<file path="src/rtl/fp_pkg.sv">
// fp_pkg: floating-point formats, rounding modes, exception flags and helpers
// shared by the rounding stage and its increment/overflow datapath.
package fp_pkg;
  typedef enum logic [1:0] {FP32, FP64, FP16} fp_format_e;
  typedef enum logic [2:0] {RNE = 3'd0, RTZ = 3'd1, RDN = 3'd2, RUP = 3'd3, RMM = 3'd4} roundmode_e;
  typedef struct packed {
    logic nv;
    logic dz;
    logic of;
    logic uf;
    logic nx;
  } fflags_t;
  function automatic int exp_bits(fp_format_e f);
    return f == FP64 ? 11 : f == FP16 ? 5 : 8;
  endfunction
  function automatic int mant_bits(fp_format_e f);
    return f == FP64 ? 52 : f == FP16 ? 10 : 23;
  endfunction
  function automatic int fp_width(fp_format_e f);
    return 1 + exp_bits(f) + mant_bits(f);
  endfunction
  function automatic logic [63:0] canon_nan(fp_format_e f);
    return f == FP64 ? 64'h7FF8_0000_0000_0000 : f == FP16 ? 64'h0000_0000_0000_7E00 : 64'h0000_0000_7FC0_0000;
  endfunction
  // l = lsb of the kept mantissa, g = first dropped bit, s = OR of the rest
  function automatic logic round_inc(roundmode_e rm, logic sign, logic l, logic g, logic s);
    return rm == RNE ? g & (s | l) : rm == RDN ? sign & (g | s) : rm == RUP ? !sign & (g | s) : rm == RMM ? g : 1'b0;
  endfunction
endpackage

</file>
<file path="src/rtl/fp_rnd_inc.sv">
// fp_rnd_inc: applies a precomputed round increment, detects overflow and
// builds the final IEEE-754 result and exception flags.
module fp_rnd_inc
  import fp_pkg::*;
#(
  parameter fp_format_e FP_FORMAT = FP32,
  localparam int EW = exp_bits(FP_FORMAT),
  localparam int MW = mant_bits(FP_FORMAT),
  localparam int FW = 1 + EW + MW
) (
  input  logic [FW-1:0] i_u_result,
  input  logic [1:0]    i_rs,
  input  logic          i_inc,
  input  logic          i_round_en,
  input  logic          i_invalid,
  input  logic [1:0]    i_exp_cout,
  input  roundmode_e    i_rnd,
  output logic [FW-1:0] o_result,
  output logic [4:0]    o_fflags
);
  localparam logic [63:0] NAN64 = canon_nan(FP_FORMAT);
  localparam logic [EW+MW-1:0] INF_MAG = {{EW{1'b1}}, {MW{1'b0}}};
  localparam logic [EW+MW-1:0] MAX_MAG = {{(EW-1){1'b1}}, 1'b0, {MW{1'b1}}};
  logic            w_sign;
  logic [EW+MW-1:0] w_mag;
  logic            w_of;
  logic            w_nx;
  logic            w_to_inf;
  fflags_t         w_flags;
  assign w_sign = i_u_result[FW-1];
  // a mantissa carry ripples into the exponent, covering subnormal->normal
  assign w_mag = i_u_result[EW+MW-1:0] + (EW + MW)'(i_inc);
  assign w_of = i_exp_cout == 2'b01 || &w_mag[EW+MW-1:MW];
  assign w_nx = |i_rs | w_of;
  assign w_to_inf = i_rnd == RNE || i_rnd == RMM || (i_rnd == RUP && !w_sign) || (i_rnd == RDN && w_sign);
  always_comb begin
    w_flags = '0;
    o_result = i_u_result;
    if (i_invalid) begin
      o_result = NAN64[FW-1:0];
      w_flags.nv = 1'b1;
    end else if (i_round_en) begin
      o_result = {w_sign, w_of ? (w_to_inf ? INF_MAG : MAX_MAG) : w_mag};
      w_flags.of = w_of;
      w_flags.nx = w_nx;
      w_flags.uf = w_nx & ~|i_u_result[EW+MW-1:MW];
    end
  end
  assign o_fflags = w_flags;
endmodule

</file>
<file path="src/rtl/fp_rnd_stage.sv">
// fp_rnd_stage: two-stage valid/ready rounding pipeline; S1 captures the
// increment decision, S2 holds the rounded result and flags.
module fp_rnd_stage
  import fp_pkg::*;
#(
  parameter fp_format_e FP_FORMAT = FP32,
  localparam int FP_WIDTH = fp_width(FP_FORMAT),
  localparam int EXP_WIDTH = exp_bits(FP_FORMAT),
  localparam int MANT_WIDTH = mant_bits(FP_FORMAT)
) (
  input  logic                clk_i,
  input  logic                rst_i,
  input  logic [FP_WIDTH+5:0] urnd_i,
  input  roundmode_e          rnd_i,
  input  logic                valid_i,
  output logic                ready_o,
  input  logic                flush_i,
  output logic [FP_WIDTH-1:0] result_o,
  output logic [4:0]          fflags_o,
  output logic                valid_o,
  input  logic                ready_i
);
  typedef struct packed {
    logic                  sign;
    logic [EXP_WIDTH-1:0]  exp;
    logic [MANT_WIDTH-1:0] mant;
    logic [1:0]            rs;
    logic                  round_en;
    logic                  invalid;
    logic [1:0]            exp_cout;
  } uround_res_t;
  uround_res_t         w_urnd;
  logic                w_inc;
  logic                w_s2_en;
  logic [FP_WIDTH-1:0] w_res;
  logic [4:0]          w_flags;
  logic                r_s1_v;
  uround_res_t         r_s1;
  logic                r_s1_inc;
  roundmode_e          r_s1_rnd;
  logic                r_s2_v;
  logic [FP_WIDTH-1:0] r_s2_res;
  logic [4:0]          r_s2_flags;
  assign w_urnd = urnd_i;
  assign w_inc = round_inc(rnd_i, w_urnd.sign, w_urnd.mant[0], w_urnd.rs[1], w_urnd.rs[0]);
  assign w_s2_en = !r_s2_v | ready_i;
  assign ready_o = !r_s1_v | w_s2_en;
  fp_rnd_inc #(.FP_FORMAT(FP_FORMAT)) u_inc (
    .i_u_result({r_s1.sign, r_s1.exp, r_s1.mant}),
    .i_rs      (r_s1.rs),
    .i_inc     (r_s1_inc),
    .i_round_en(r_s1.round_en),
    .i_invalid (r_s1.invalid),
    .i_exp_cout(r_s1.exp_cout),
    .i_rnd     (r_s1_rnd),
    .o_result  (w_res),
    .o_fflags  (w_flags)
  );
  always_ff @(posedge clk_i or posedge rst_i) begin
    if (rst_i) begin
      r_s1_v <= 1'b0;
      r_s1 <= '0;
      r_s1_inc <= 1'b0;
      r_s1_rnd <= RNE;
      r_s2_v <= 1'b0;
      r_s2_res <= '0;
      r_s2_flags <= '0;
    end else begin
      if (ready_o) begin
        r_s1_v <= valid_i & !flush_i;
        r_s1 <= w_urnd;
        r_s1_inc <= w_inc;
        r_s1_rnd <= rnd_i;
      end
      if (w_s2_en) begin
        r_s2_v <= r_s1_v & !flush_i;
        r_s2_res <= w_res;
        r_s2_flags <= w_flags;
      end
      if (flush_i) begin
        r_s1_v <= 1'b0;
        r_s2_v <= 1'b0;
      end
    end
  end
  assign valid_o = r_s2_v;
  assign result_o = r_s2_res;
  assign fflags_o = r_s2_flags;
endmodule

</file>
<file path="config.mk">
export PLATFORM = sky130hd
export DESIGN_NAME = fp_rnd_stage
export DESIGN_NICKNAME = d
export VERILOG_FILES = /design/src/rtl/fp_pkg.sv /design/src/rtl/fp_rnd_inc.sv /design/src/rtl/fp_rnd_stage.sv
export SDC_FILE = /design/constraint.sdc
export NUM_CORES = 1
export LEC_CHECK = 0
export BUFFER_PORTS_ARGS = -buffer_cell sky130_fd_sc_hd__buf_2
export CAP_MARGIN = 40
export CORE_MARGIN = 2
export CORE_UTILIZATION = 55
export DETAILED_ROUTE_END_ITERATION = 10
export GPL_TIMING_DRIVEN = 1
export PLACE_DENSITY = 0.8
export SETUP_SLACK_MARGIN = 0.3
export SLEW_MARGIN = 0
export SYNTH_ARGS = -nofsm -noshare
export SYNTH_HDL_FRONTEND = slang
export SYNTH_HIERARCHICAL = 1
export SYNTH_SLANG_ARGS = --single-unit
</file>
<file path="constraint.sdc">
create_clock -name clk_i -period 4.3 [get_ports clk_i]
set_input_delay 0.645 -clock clk_i [delete_from_list [all_inputs] [get_ports clk_i]]
set_output_delay 0.645 -clock clk_i [all_outputs]
set_load 0.05 [all_outputs]
</file>
## Word level (Yosys, flattened, before mapping)

Cells that the tools add are included.

| storage, ports and cells | value |
|---|---|
| input bits | 46 |
| register bits | 80 |
| memory bits (writable) | 0 |
| memories | 0 |
| memory bits (read-only) | 0 |
| latch bits | 0 |

| operators by class | value |
|---|---|
| reductions and logical operators | 19 |
| equal/unequal tests | 7 |
| div/mod/pow operators | 0 |
| $add $sub $neg | 1 |
| muxes and demuxes | 15 |
| shift-type cells | 0 |
| bitwise operators | 11 |
| $lt $le $gt $ge | 0 |
| multipliers | 0 |

Operator list:

| cell | number |
|---|---|
| 2-to-1 mux 31 bit | 2 |
| 2-to-1 mux 32 bit | 1 |
| adder 31 x 1 -> 31 bit | 1 |
| 2-to-1 mux 24 bit | 1 |
| equality test 3 x 2 -> 1 bit, second input constant | 4 |
| 2-to-1 mux 1 bit | 9 |
| AND reduction 8 bit | 1 |
| OR reduction 8 bit | 1 |
| bitwise AND 1 bit | 6 |
| equality test 3 bit, second input constant | 2 |
| logical NOT 1 bit | 6 |
| logical NOT 3 bit | 2 |
| 2-to-1 mux 3 bit | 2 |
| bitwise OR 1 bit | 5 |
| logical OR 1 bit | 4 |
| nonzero test 2 bit | 2 |
| equality test 2 x 1 -> 1 bit, second input constant | 1 |
| logical AND 1 bit | 2 |
| OR reduction 2 bit | 1 |

## Logic depth before layout (Yosys ltp)

| depth | value |
|---|---|
| word-level depth | 8 |
| depth in mapped cells | 14 |

## By module

Netlist, hierarchy kept.

By module, submodules not included:

| module | cells each | times used | area each (µm²) | sequential area each (µm²) |
|---|---|---|---|---|
| fp_rnd_stage | 260 | 1 | 3238.1 | 2026.9 |
| fp_rnd_inc | 255 | 1 | 1541.5 | 0.0 |

## Least setup slack after synthesis

Ideal clock, no wire load.

| timing | value |
|---|---|
| path type | reg2reg |
| from | reg r_s1[6] in the netlist's numbering |
| to | reg r_s2_res[13] (netlist: result_o[13]) |
| stages on the path, launching flop included | 14 |
| required time | 4.234 ns |
| slack | 1.422 ns |
| data arrival time | 2.812 ns |
| clock period less this slack | 2.878 ns |
| setup time | 0.066 ns |
| path through | dfrtp_1 > ha_1 > ha_1 > nand3_4 > or4_4 > o32ai_2 > a21oi_2 > a211o_1 > and3_1 > buf_6 > and2_4 > a211oi_2 > nand2_1 > nand2_1 |

| between the ends | value |
|---|---|
| longest elaborated chain between the ends | 6 |

RTL lines:

| element | RTL line | RTL |
|---|---|---|
| from (decl) | fp_rnd_stage.sv:38 | `uround_res_t r_s1;` |
| from (signal assigned) | fp_rnd_stage.sv:71 | `r_s1 <= w_urnd;` |
| adder 31 x 1 -> 31 bit * | fp_rnd_inc.sv:32 | `assign w_mag = i_u_result[EW+MW-1:0] + (EW + MW)'(i_inc);` |
| AND reduction 8 bit | fp_rnd_inc.sv:33 | `assign w_of = i_exp_cout == 2'b01 \|\| &w_mag[EW+MW-1:MW];` |
| logical OR 1 bit | fp_rnd_inc.sv:33 |  |
| 2-to-1 mux 31 bit * | fp_rnd_inc.sv:43 | `o_result = {w_sign, w_of ? (w_to_inf ? INF_MAG : MAX_MAG) : w_mag};` |
| 2-to-1 mux 31 bit * | fp_rnd_inc.sv:42 | `end else if (i_round_en) begin` |
| 2-to-1 mux 32 bit * | fp_rnd_inc.sv:39 | `if (i_invalid) begin` |
| named net w_res[13] | fp_rnd_stage.sv:35 | `logic [FP_WIDTH-1:0] w_res;` |
| to (signal assigned) | fp_rnd_stage.sv:77 | `r_s2_res <= w_res;` |
| to (decl) | fp_rnd_stage.sv:42 | `logic [FP_WIDTH-1:0] r_s2_res;` |

The timed path passes the listed nets; every way through them passes the cells marked *.
A chain may end at the register's enable or synchronous reset.

## Final worst setup path

| timing | value |
|---|---|
| from | reg r_s1[6] in the netlist's numbering |
| to | reg r_s2_res[18] (netlist: result_o[18]) |

Same word-level chain as after synthesis.

==> impl_metrics.csv <==
group,metric,value,unit
floorplan,dieWidth,97.2,um
drt,vias,4169,
synthesis,ys_types,67,
sta,final_hold_viol_count,0,
finish,fin_cells,703,
sta,period_share,81.6,%
placement,port_buffers,84,
setup_path,cp.arrival,3.80,ns
setup_path,critPathRequiredTime,4.60,ns
sta,tightest_slew,0.894,ns
cts,clk_latency,0.36,ns
setup_path,endpoint_kind,"flip-flop",
hold_path,hold_path_class,"input pin to async pin",
finish,diodes,0,
placement,placed_cells,688,
drt,via_per_inst,5.93,
sta,fmax,285,MHz
sta,max_slew_margin,40.2,%
sta,fin_crit,3.51,ns
synthesis,synth_enable_flop_cells,0,
global_route,grt_pass1_wl,19.9,mm
pwr,ir_drop,0.218,mV
floorplan,die_area,0.00945,mm^2
drt,wl,12.0,mm
run_status,outcome,"completed",
cts,clk_pin_slew,0.09,ns
floorplan,die_height,97.2,um
floorplan,core.rowCount,34,
setup_path,start_kind,"flip-flop",
finish,final_layout_size_suffix_gt1_share,29.9,%
synthesis,syn_area,0.00478,mm^2
cts,postCtsSetupRepairBufs,0,
synthesis,synth_ff_type,"dfrtp_1",
cts,htreeDepth,3,
synthesis,yosysTopAreaCellShare,42.4,%
synthesis,yosysWarnings,6,
setup_path,crit_type,"flip-flop to flip-flop",
drt,first_pass_iters,5,
placement,dp_hpwl,8.45,mm
sta,setup_viol,0,
synthesis,yosys.area.top_type,"dfrtp_1",
drt,wl_per_cell,17.1,um
floorplan,initial_core_util,55.6,%
flow_run,timing.max_cap.violations,0,
floorplan,ioPinCount,85,
cts,cts_buffers,9,
synthesis,syn_inst,515,
cts,clk_path_buf_depth,2,
synthesis,async_flop_share,100,%
cts,post_cts_resized,0,
global_route,grt-ovfl-total,0,
synthesis,syn_nets,563,
global_route,antenna_found_initial,0,
cts,cts_hold_buf,0,
setup_path,cp_max_fo,18,
cts,cts.sinks,81,
global_route,grt_usage,25.7,%
sta,fin_skew,0.0119,ns
cts,cts_tree,"yes",
finish,final_nets,639,
global_route,grt_max_degree,46,
floorplan,coreArea,0.00859,mm^2
synthesis,avgSynthCellArea,9.28,um^2
sta,slew_viol_final,0,
placement,gp_congestion,0.940,
pwr,powerDensity,343,mW/mm^2
global_route,grt_pass1_vias,4027,
pwr,p_leak,2.71,nW
finish,area_delta_synth_final,13.2,%
cts,clock-root-buffer,"clkbuf_8",
sta,grt_setup_unrepaired,"no",
synthesis,seq_area_frac_synth,42.4,%
synthesis,ys_top_cells_by_area,"dfrtp_1 42%, mux2_4 12%, nand2_1 11%",
drt,route.detailed.drc,0,
synthesis,synth_seq_cells,81,
drt,first_iter_violations,309,
sta,tns,0,ns
drt,ant_nets,0,
setup_path,reg2reg_depth,12,
==> cell usage in the layout (no fill, tap or decap), types with 11 or more instances in the layout <==
cell / n
dfrtp_1: 81
buf_2: 84
nand3_1: 18
nor3_1: 16
nand2b_1: 11
mux2_4: 39
nor2_1: 32
nand2_1: 146
a21oi_1: 11
o21ai_0: 18
==> through the flow <==
stage | power [mW] | utilization [%] | instance area, um^2 | hold slack [ns] | worst slack (ns)
global route | 1.93 | 63.0 | 5410 | 0.447 | 0.549
CTS | 1.86 | 63.0 | 5410 | 0.411 | 0.857
floorplan | 1.16 | - | 4780 | 0.480 | 1.42
detailed placement | 1.27 | 60.5 | 5200 | 0.453 | 0.913
global placement | 1.26 | 60.5 | 5200 | 0.446 | 1.01
finish | 1.85 | 63.0 | 5410 | 0.386 | 0.793
==> worst paths after layout <==
path                       slack [ns]                     start                  endpoint
max                              0.79       r_s1[6]$_DFFE_PP0P_  result_o[18]$_DFFE_PP0P_
min                              0.39                     rst_i   fflags_o[2]$_DFFE_PP0P_
max reg2reg                      0.79       r_s1[6]$_DFFE_PP0P_  result_o[18]$_DFFE_PP0P_
min reg2reg                      0.46  result_o[19]$_DFFE_PP0P_  result_o[19]$_DFFE_PP0P_
max in group asynchronous        2.97                     rst_i  result_o[24]$_DFFE_PP0P_
min in group clk_i               0.44                   flush_i        r_s1_v$_DFFE_PP0P_
==> cells in the mapped netlist (all sizes together), types with 4 or more instances <==
library cell	count
a221oi	4
nor3	16
nand2b	11
o21ai	21
buf	19
nand2	147
a21o	9
nand4	8
dfrtp	81
nor4	7
nand3	20
mux2	44
clkbuf	8
a21oi	12
and3	8
inv	7
nor2b	5
a22o	5
nor2	33
==> layout make-up <==
class,instances,area [um^2]
Fill cell,757,3180
Multi-Input combinational cell,400,2530
Sequential cell,81,2030
Timing Repair Buffer,92,480
Tap cell,108,135
Clock buffer,10,128
Clock inverter,5,81.3
Inverter,7,27.5
==> where the power goes <==
group	leakage, nW	internal, mW	switching, mW
Combinational	1.64	0.127	0.256
Sequential	0.971	0.817	0.0544
Clock	0.102	0.324	0.277
Total	2.71	1.27	0.587
==> sequential cells by signal, indices dropped and copies added, names as in the netlist <==
name      count
r_s1         38
result_o     32
r_s1_v        1
valid_o       1
r_s1_rnd      3
fflags_o      5
r_s1_inc      1
==> critical path, cell delays in order (launching register included) <==
cell	delay, ns
dfrtp_1	0.38
ha_1	0.21
ha_1	0.24
nand3_4	0.14
or4_4	0.60
o32ai_2	0.30
a21oi_2	0.12
a211o_1	0.28
nand2_1	0.49
o21ai_1	0.16
a221oi_1	0.35
nand2_1	0.09
nand2_1	0.07
==> logic make-up after synthesis <==
logic type / synth area share (%)
AND/OR/NAND/NOR: 27.1
flip-flops: 42.4
AO/OA/AOI/OAI: 11.7
multiplexers: 13.4
buffers and inverters: 4.61
adder cells (fa/ha/maj): 0.523
other: 0.0785
XOR/XNOR: 0.183
==> routing by layer <==
layer	wire [um]	GRT usage [%]	vias up	part of all wire (%)
li1	-	-	1953	-
met1	5220	34.6	1979	43
met2	5750	42.9	204	48
met3	801	4.89	33	6.6
met4	272	6.94	0	2.3
met5	0	0	-	0
(Power assumes the default switching activity.)
